===== src/rtl/uart_tx_if.sv =====
// Host-side bundle for the UART transmitter: byte/load/send controls in,
// serial line and status pulses out. Clock and reset stay plain ports.
interface uart_tx_if;
    logic [7:0] tx_in;
    logic       load_data;
    logic       send_data;
    logic       dataout_tx;
    logic       tx_busy;
    logic       tx_done;
    logic       tx_overrun;

    // Host control FSM side
    modport master (
        output tx_in,
        output load_data,
        output send_data,
        input  dataout_tx,
        input  tx_busy,
        input  tx_done,
        input  tx_overrun
    );

    // Transmitter side
    modport slave (
        input  tx_in,
        input  load_data,
        input  send_data,
        output dataout_tx,
        output tx_busy,
        output tx_done,
        output tx_overrun
    );
endinterface


===== src/rtl/uart_tx.sv =====
// UART transmitter: start(0), 8 data bits LSB first, parity, stop(1).
// Each serial bit lasts CLKS_PER_BIT clk_tx cycles. The parity bit is
// computed when the byte is loaded and travels with it. Dropping send_data
// mid-frame aborts the frame with the line returned high and no tx_done.
module uart_tx #(
    parameter logic VERIFY_EVEN  = 1'b1,
    parameter logic VERIFY_ODD   = 1'b0,
    parameter int   CLKS_PER_BIT = 16
) (
    input  logic      clk_tx,
    input  logic      rst_n,
    uart_tx_if.slave  bus
);

    localparam int CW = (CLKS_PER_BIT > 1) ? $clog2(CLKS_PER_BIT) : 1;
    localparam logic [CW-1:0] CNT_LAST = CW'(CLKS_PER_BIT - 1);

    typedef enum logic [2:0] {
        IDLE   = 3'd0,
        START  = 3'd1,
        DATA   = 3'd2,
        PARITY = 3'd3,
        STOP   = 3'd4
    } state_t;

    // Parity slot value for a byte; even takes precedence, neither selected drives 1.
    function automatic logic parity_f(input logic [7:0] d);
        logic p;
        if (VERIFY_EVEN) begin
            p = ^d;
        end else if (VERIFY_ODD) begin
            p = ~^d;
        end else begin
            p = 1'b1;
        end
        return p;
    endfunction

    state_t        state_q;
    logic [7:0]    hold_q;
    logic          hold_par_q;
    logic          pending_q;
    logic [7:0]    shift_q;
    logic          par_q;
    logic [CW-1:0] clk_cnt_q;
    logic [2:0]    bit_idx_q;
    logic          dataout_q;
    logic          busy_q;
    logic          done_q;
    logic          overrun_q;

    logic          cnt_wrap_s;
    logic [2:0]    bit_nxt_s;
    logic          start_s;

    assign cnt_wrap_s = (clk_cnt_q == CNT_LAST);
    assign bit_nxt_s  = bit_idx_q + 3'd1;
    assign start_s    = (pending_q | bus.load_data) & bus.send_data;

    assign bus.dataout_tx = dataout_q;
    assign bus.tx_busy    = busy_q;
    assign bus.tx_done    = done_q;
    assign bus.tx_overrun = overrun_q;

    // Frame FSM: bit timing, serialisation, abort, overrun, registered outputs.
    always_ff @(posedge clk_tx or negedge rst_n) begin
        if (!rst_n) begin
            state_q    <= IDLE;
            hold_q     <= 8'h00;
            hold_par_q <= 1'b0;
            pending_q  <= 1'b0;
            shift_q    <= 8'h00;
            par_q      <= 1'b0;
            clk_cnt_q  <= '0;
            bit_idx_q  <= 3'd0;
            dataout_q  <= 1'b1;
            busy_q     <= 1'b0;
            done_q     <= 1'b0;
            overrun_q  <= 1'b0;
        end else begin
            done_q    <= 1'b0;
            overrun_q <= bus.load_data & busy_q;

            if ((state_q != IDLE) && !bus.send_data) begin
                // abort: straight back to idle, nothing kept, no completion pulse
                state_q   <= IDLE;
                dataout_q <= 1'b1;
                busy_q    <= 1'b0;
                clk_cnt_q <= '0;
                bit_idx_q <= 3'd0;
                pending_q <= 1'b0;
            end else begin
                if (state_q != IDLE) begin
                    clk_cnt_q <= cnt_wrap_s ? '0 : clk_cnt_q + {{(CW-1){1'b0}}, 1'b1};
                end else begin
                    clk_cnt_q <= '0;
                end

                case (state_q)
                    IDLE: begin
                        dataout_q <= 1'b1;
                        busy_q    <= 1'b0;
                        bit_idx_q <= 3'd0;
                        if (bus.load_data) begin
                            hold_q     <= bus.tx_in;
                            hold_par_q <= parity_f(bus.tx_in);
                        end else begin
                            hold_q     <= hold_q;
                            hold_par_q <= hold_par_q;
                        end
                        if (start_s) begin
                            // a byte loaded this cycle wins over the held one
                            state_q   <= START;
                            busy_q    <= 1'b1;
                            pending_q <= 1'b0;
                            dataout_q <= 1'b0;
                            shift_q   <= bus.load_data ? bus.tx_in : hold_q;
                            par_q     <= bus.load_data ? parity_f(bus.tx_in) : hold_par_q;
                        end else if (bus.load_data) begin
                            pending_q <= 1'b1;
                        end else begin
                            pending_q <= pending_q;
                        end
                    end
                    START: begin
                        if (cnt_wrap_s) begin
                            state_q   <= DATA;
                            bit_idx_q <= 3'd0;
                            dataout_q <= shift_q[0];
                        end else begin
                            dataout_q <= 1'b0;
                        end
                    end
                    DATA: begin
                        if (cnt_wrap_s) begin
                            if (bit_idx_q == 3'd7) begin
                                state_q   <= PARITY;
                                dataout_q <= par_q;
                            end else begin
                                bit_idx_q <= bit_nxt_s;
                                dataout_q <= shift_q[bit_nxt_s];
                            end
                        end else begin
                            dataout_q <= shift_q[bit_idx_q];
                        end
                    end
                    PARITY: begin
                        if (cnt_wrap_s) begin
                            state_q   <= STOP;
                            dataout_q <= 1'b1;
                        end else begin
                            dataout_q <= par_q;
                        end
                    end
                    STOP: begin
                        dataout_q <= 1'b1;
                        if (cnt_wrap_s) begin
                            state_q <= IDLE;
                            busy_q  <= 1'b0;
                            done_q  <= 1'b1;
                        end else begin
                            busy_q  <= 1'b1;
                        end
                    end
                    default: begin
                        state_q   <= IDLE;
                        dataout_q <= 1'b1;
                        busy_q    <= 1'b0;
                        clk_cnt_q <= '0;
                        bit_idx_q <= 3'd0;
                        pending_q <= 1'b0;
                    end
                endcase
            end
        end
    end

endmodule


===== src/flat_wrapper.sv =====
// flat-port wrapper written by rule: the top's interface ports become plain ports
module uart_tx_flat 
#(
    parameter logic VERIFY_EVEN  = 1'b1,
    parameter logic VERIFY_ODD   = 1'b0,
    parameter int   CLKS_PER_BIT = 16
)
  (clk_tx, rst_n, bus_tx_in, bus_load_data, bus_send_data, bus_dataout_tx, bus_tx_busy, bus_tx_done, bus_tx_overrun);
  uart_tx_if bus_i ();
  input  logic clk_tx;
  input  logic rst_n;
  input wire logic [$bits(bus_i.tx_in)-1:0] bus_tx_in;
  input wire logic [$bits(bus_i.load_data)-1:0] bus_load_data;
  input wire logic [$bits(bus_i.send_data)-1:0] bus_send_data;
  output wire logic [$bits(bus_i.dataout_tx)-1:0] bus_dataout_tx;
  output wire logic [$bits(bus_i.tx_busy)-1:0] bus_tx_busy;
  output wire logic [$bits(bus_i.tx_done)-1:0] bus_tx_done;
  output wire logic [$bits(bus_i.tx_overrun)-1:0] bus_tx_overrun;
  assign bus_i.tx_in = bus_tx_in;
  assign bus_i.load_data = bus_load_data;
  assign bus_i.send_data = bus_send_data;
  assign bus_dataout_tx = bus_i.dataout_tx;
  assign bus_tx_busy = bus_i.tx_busy;
  assign bus_tx_done = bus_i.tx_done;
  assign bus_tx_overrun = bus_i.tx_overrun;
  uart_tx #(.VERIFY_EVEN(VERIFY_EVEN), .VERIFY_ODD(VERIFY_ODD), .CLKS_PER_BIT(CLKS_PER_BIT)) u_core (.clk_tx(clk_tx), .rst_n(rst_n), .bus(bus_i));
endmodule

===== config.mk =====
export PLATFORM = sky130hd
export DESIGN_NAME = uart_tx_flat
export DESIGN_NICKNAME = d
export VERILOG_FILES = /design/src/rtl/uart_tx_if.sv /design/src/rtl/uart_tx.sv /design/src/flat_wrapper.sv
export SDC_FILE = /design/constraint.sdc
export NUM_CORES = 1
export LEC_CHECK = 0
export CORE_ASPECT_RATIO = 2
export CORE_MARGIN = 1
export CORE_UTILIZATION = 40
export CTS_CLUSTER_DIAMETER = 60
export DETAILED_ROUTE_END_ITERATION = 10
export GPL_TIMING_DRIVEN = 0
export PLACE_DENSITY = 0.64
export SLEW_MARGIN = 30
export SYNTH_ARGS = -nofsm -noshare
export SYNTH_HDL_FRONTEND = slang
export SYNTH_SLANG_ARGS = --single-unit

===== constraint.sdc =====
create_clock -name clk_tx -period 2 [get_ports clk_tx]
set_input_delay 0.2 -clock clk_tx [delete_from_list [all_inputs] [get_ports clk_tx]]
set_output_delay 0.2 -clock clk_tx [all_outputs]
set_load 0.01 [all_outputs]

### After elaboration in Yosys (flattened, before gate mapping)

Cells that the tools add are included.
W data, S select, Z words.

* flip-flop bits (word level): 33
* output and inout port bits: 4
* logic and storage cells: 91

* add/subtract/negate cells: 2
* order comparisons: 2
* eq/ne operators: 17
* multiplexer cells: 40
* bitwise logic cells: 4
* reductions and logical operators: 14

Operator list (number)
* $mux W3: 10
* $mux W1: 18
* $ne A3 B1 Y1 const B: 6
* $mux W4: 4
* $pmux W3 S5: 1
* $pmux W3 S3: 1
* $lt A3 B4 Y1 const B: 2
* $mux W8: 1
* $reduce_xor A8 Y1: 1
* $bmux W1 S3: 2
* $eq A3 B2 Y1 const B: 2
* $eq A3 B3 Y1 const B: 2
* $ne A2 B1 Y1 const B: 3
* $reduce_and A6 Y1: 1
* $reduce_or A5 Y1: 1
* $add A4 B1 Y4 const B: 1
* $eq A4 B4 Y1 const B: 1
* $ne A4 B2 Y1 const B: 1
* $pmux W1 S4: 1
* $reduce_and A2 Y1: 2
* $reduce_and A4 Y1: 1
* $reduce_or A4 Y1: 1
* $add A3 B1 Y3 const B: 1
* $eq A3 B1 Y1 const B: 1
* 13 further kinds: 14

### Longest topological paths before layout

* word-level depth: 7
* depth in mapped cells: 6
* depth with buffers taken out: 6

### Least setup slack after synthesis

Ideal clock, no wire load.

* path kind: register to register
* from: register u_core.bit_idx_q[0]
* to: register u_core.dataout_q, in the netlist u_core.bus.dataout_tx
* arrival: 1.763 ns
* setup slack: 0.148 ns
* cell stages (with the launch flop): 6
* path buffers: 0
* cell sequence: dfrtp_1 > ha_1 > mux4_1 > mux2_2 > o21ai_0 > nand4_1

* cells in the longest elaborated chain, start to end: 7
* elaborated cells between the ends (all ways): 10

Ends and longest elaborated chain
* from (decl): line uart_tx.sv:46 `logic [2:0] bit_idx_q;`
* from (signal assigned): line uart_tx.sv:140 `bit_idx_q <= bit_nxt_s;`
* $add A3 B1 Y3: line uart_tx.sv:57 `assign bit_nxt_s = bit_idx_q + 3'd1;`
* $bmux W1 S3: line uart_tx.sv:141 `dataout_q <= shift_q[bit_nxt_s];`
* $mux W1 (not written as such): line uart_tx.sv:141
* $mux W1: line uart_tx.sv:136 `if (bit_idx_q == 3'd7) begin`
* $mux W1 (*): line uart_tx.sv:135 `if (cnt_wrap_s) begin`
* $pmux W1 S4 (*): line uart_tx.sv:99 `case (state_q)`
* $mux W1 (*): line uart_tx.sv:84 `if ((state_q != IDLE) && !bus.send_data) begin`
* to (signal assigned): line uart_tx.sv:138 `dataout_q <= par_q;`
* to (signal assigned): line uart_tx.sv:141
* to (signal assigned): line uart_tx.sv:144 `dataout_q <= shift_q[bit_idx_q];`
* to (decl): line uart_tx.sv:47 `logic dataout_q;`

Every way passes the cells marked *; elsewhere a longest branch is shown, timed or not. The select of a mux whose other input is x is not followed.
A chain may end at the register's enable or synchronous reset.

### Final worst setup path

Same ends and word-level chain as after synthesis.

==> results.sh <==
export IMPL_synth_simple_area_share=0.161
export IMPL_htree_levels=2
export IMPL_power_mw=1.65
export IMPL_outcome="completed"
export IMPL_slew_headroom=0.563
export IMPL_ys_seq_area_frac=0.461
export IMPL_areaGrowthSynthToFinish_pct=19.4
export IMPL_rsz0062_at_grt="false"
export IMPL_io_buffer_count=15
export IMPL_path_class="reg2reg"
export IMPL_fp_dieArea_um2=4770
export IMPL_post_cts_setup_buffers=0
export IMPL_wl_um=3780
export IMPL_ios=16
export IMPL_die_w_um=49.3
export IMPL_reg2reg_from="u_core.bit_idx_q[0]"
export IMPL_synth_top_family_by_area="multiplexers"
export IMPL_p_leak_nw=0.861
export IMPL_grt_overflow=0
export IMPL_drt_iter0_drc=26
export IMPL_synth_warning_count=0
export IMPL_synth_top_area_cell="dfrtp_1"
export IMPL_clkSinkCount=33
export IMPL_nets=198
export IMPL_viasPerCell=5.47
export IMPL_hpwl_um=2880
export IMPL_synth_area_leaders="dfrtp_1 45%, mux2i_1 7.8%, mux2_2 5.7%"
export IMPL_cellPowerDensity_nw_per_um2=771
export IMPL_dp_slack_ns=-0.0345
export IMPL_worst_slew_pin_slew_ns=0.656
export IMPL_synth_fa_ha_area_frac=0.0209
export IMPL_drc=0
export IMPL_setup_tns_ns=0
export IMPL_hp_class="in2async"
export IMPL_clk_pin_slew_ns=0.07
export IMPL_crit_required_ns=2.20
export IMPL_ys_top_cells_by_count="32 x dfrtp_1, 16 x nor2_1, 14 x mux2i_1"
export IMPL_finClkSkew_ns=0.00408
export IMPL_wl_per_cell_um=15.9
export IMPL_p_sw_frac=0.283
export IMPL_clock_path_buffers=2
export IMPL_cts_tree="done"
export IMPL_dr_pass1_iters=4
export IMPL_synthMuxAreaShare=0.164
export IMPL_synthFlopType="dfrtp_1"
export IMPL_place_congestion=0.843
export IMPL_cts_buffers=5
export IMPL_start_util=0.413
export IMPL_cp_max_fo=7
export IMPL_cp_end_kind="register"
export IMPL_maxCapViolCount=0
export IMPL_sequentialPowerShare=0.510
export IMPL_grt_usage=0.182
export IMPL_synth_cells=159
export IMPL_synth_seq_cells=33
export IMPL_async_reset_ff_frac=1.00
export IMPL_p_int_mw=1.18
export IMPL_clock_latency_ns=0.28
export IMPL_antenna_found_initial=0
export IMPL_p_switching_uw=467
export IMPL_syn_num_nets=174
export IMPL_ant_nets=0
export IMPL_syn_area_um2=1790
export IMPL_yosysMostFrequentCell="dfrtp_1"
export IMPL_n_antenna_cell=0
export IMPL_worstSetupStartpointType="register"
export IMPL_maxSlewViolCount=0
export IMPL_ys_types=43
export IMPL_synth_compound_area_frac=0.100
export IMPL_core_rowCount=34
export IMPL_timing_final_crit_share=0.965
export IMPL_finalHoldViolations=0
export IMPL_grt_pass1_vias=1429
export IMPL_grt_max_degree=21
export IMPL_cts_root_buffer="clkbuf_8"
export IMPL_drive_gt1_frac=0.201
export IMPL_clkPwrFrac=0.292
export IMPL_dr_total_vias=1302
export IMPL_synth_xor_xnor_area_share=0.0586
export IMPL_setup_violations_final=0
export IMPL_dieHeight_um=96.7
export IMPL_core_area_um2=4340
export IMPL_ir_drop_v=0.000592
export IMPL_cp_arrival_ns=2.13
export IMPL_grt_pass1_wl_um=6680
export IMPL_crit_start="u_core.bit_idx_q[0]"
export IMPL_syn_avg_cell_area_um2=11.3
export IMPL_holdWs_ns=0.362
export IMPL_synth_edf_count=0
export IMPL_fin_crit_ns=1.93
export IMPL_synth_top_area_share=0.447
export IMPL_p_comb_frac=0.198
export IMPL_worst_slack_ns=0.0695
export IMPL_clock_fmax_ghz=0.518
worst max-delay path: stages (launching register included):
cell and delay, ns:
dfrtp_2 0.47, ha_4 0.31, mux4_1 0.56, mux2_2 0.29, o21ai_1 0.12, nand4_1 0.11
routing by layer:
layer / vias up / track usage / share of wire
met1: 647 / 0.192 / 0.37
met3: 10 / 0.0393 / 0.026
met2: 29 / 0.325 / 0.58
met5: - / 0 / 0
li1: 616 / - / -
met4: 0 / 0.0950 / 0.026
placed cells by master (no fill, tap or decap), types with 2 or more instances in the layout:
cell and n:
a21oi_1 11, buf_2 3, nor2_1 16, a21oi_2 2, xnor2_1 10, nor2b_1 4, mux4_1 2, xor2_1 2
dfrtp_1 30, nand3_1 6, nand2_1 4, ha_1 2, inv_1 2, o21ai_0 4, dfrtp_2 2, clkinv_2 2
mux2_2 9, a22o_1 2, mux2i_1 14, clkbuf_8 6, and3_2 2, nor3_1 4, nor4_4 2, clkbuf_1 3
clkdlybuf4s50_1 14, a32o_1 2
power by group through the flow:
stage	combinational (mW)	clock (mW)	sequential [mW]
6_report	0.327	0.482	0.842
5_1_grt	0.364	0.518	0.853
4_1_cts	0.330	0.489	0.841
3_5_place_dp	0.326	0	0.854
3_3_place_gp	0.311	0	0.845
2_1_floorplan	0.224	0	0.829
worst paths after layout:
| check | end | slack, ns | depth (start not counted) |
|---|---|---|---|
| worst max-delay path | u_core.bus.dataout_tx | 0.07 | 5 |
| worst min register to register | u_core.clk_cnt_q[0] | 0.49 | 1 |
| worst max register to register | u_core.bus.dataout_tx | 0.07 | 5 |
| min in group clk_tx | u_core.clk_cnt_q[0] | 0.49 | 1 |
| max in group asynchronous | u_core.bit_idx_q[1] | 1.21 | 3 |
| worst min-delay path | u_core.clk_cnt_q[1] | 0.36 | 2 |
logic make-up after synthesis:
logic type / count (synthesis)
muxes: 25
adders and majority gates: 3
AOI/OAI and AO/OA: 28
and+or+nand+nor: 48
buffers and inverters: 10
xor gates and xnor gates: 12
DFF: 33
registers in the layout, summed over array words and instances (netlist names), 3 cells and up:
register,flops
u_core.shift_q,8
u_core.bit_idx_q,3
u_core.clk_cnt_q,4
u_core.hold_q,8
u_core.state_q,3
layout make-up:
type	instances	area [µm²]
inverter	2	7.51
multi-input combinational	116	917
clock inverter	2	10.0
buffer	8	53.8
sequential	33	830
tap	54	67.6
timing repair buffer	17	183
fill	417	2200
clock buffer	6	72.6
through the flow:
| stage | util | instances | area (µm²) |
|---|---|---|---|
| after floorplan | - | 159 | 1790 |
| after global placement | 0.463 | 228 | 2010 |
| after detailed placement | 0.469 | 229 | 2030 |
| after CTS | 0.493 | 238 | 2140 |
| after global routing | 0.493 | 238 | 2140 |
| final | 0.493 | 238 | 2140 |
repair_timing:
item                                    CTS  global route
hold buffers                              1             0
resized for setup                         1             3
pin swaps                                 0             0
endpoints found under the hold margin    12             0
endpoints found under the setup margin    1             1
Note: power is estimated with default switching activity, not from simulation.
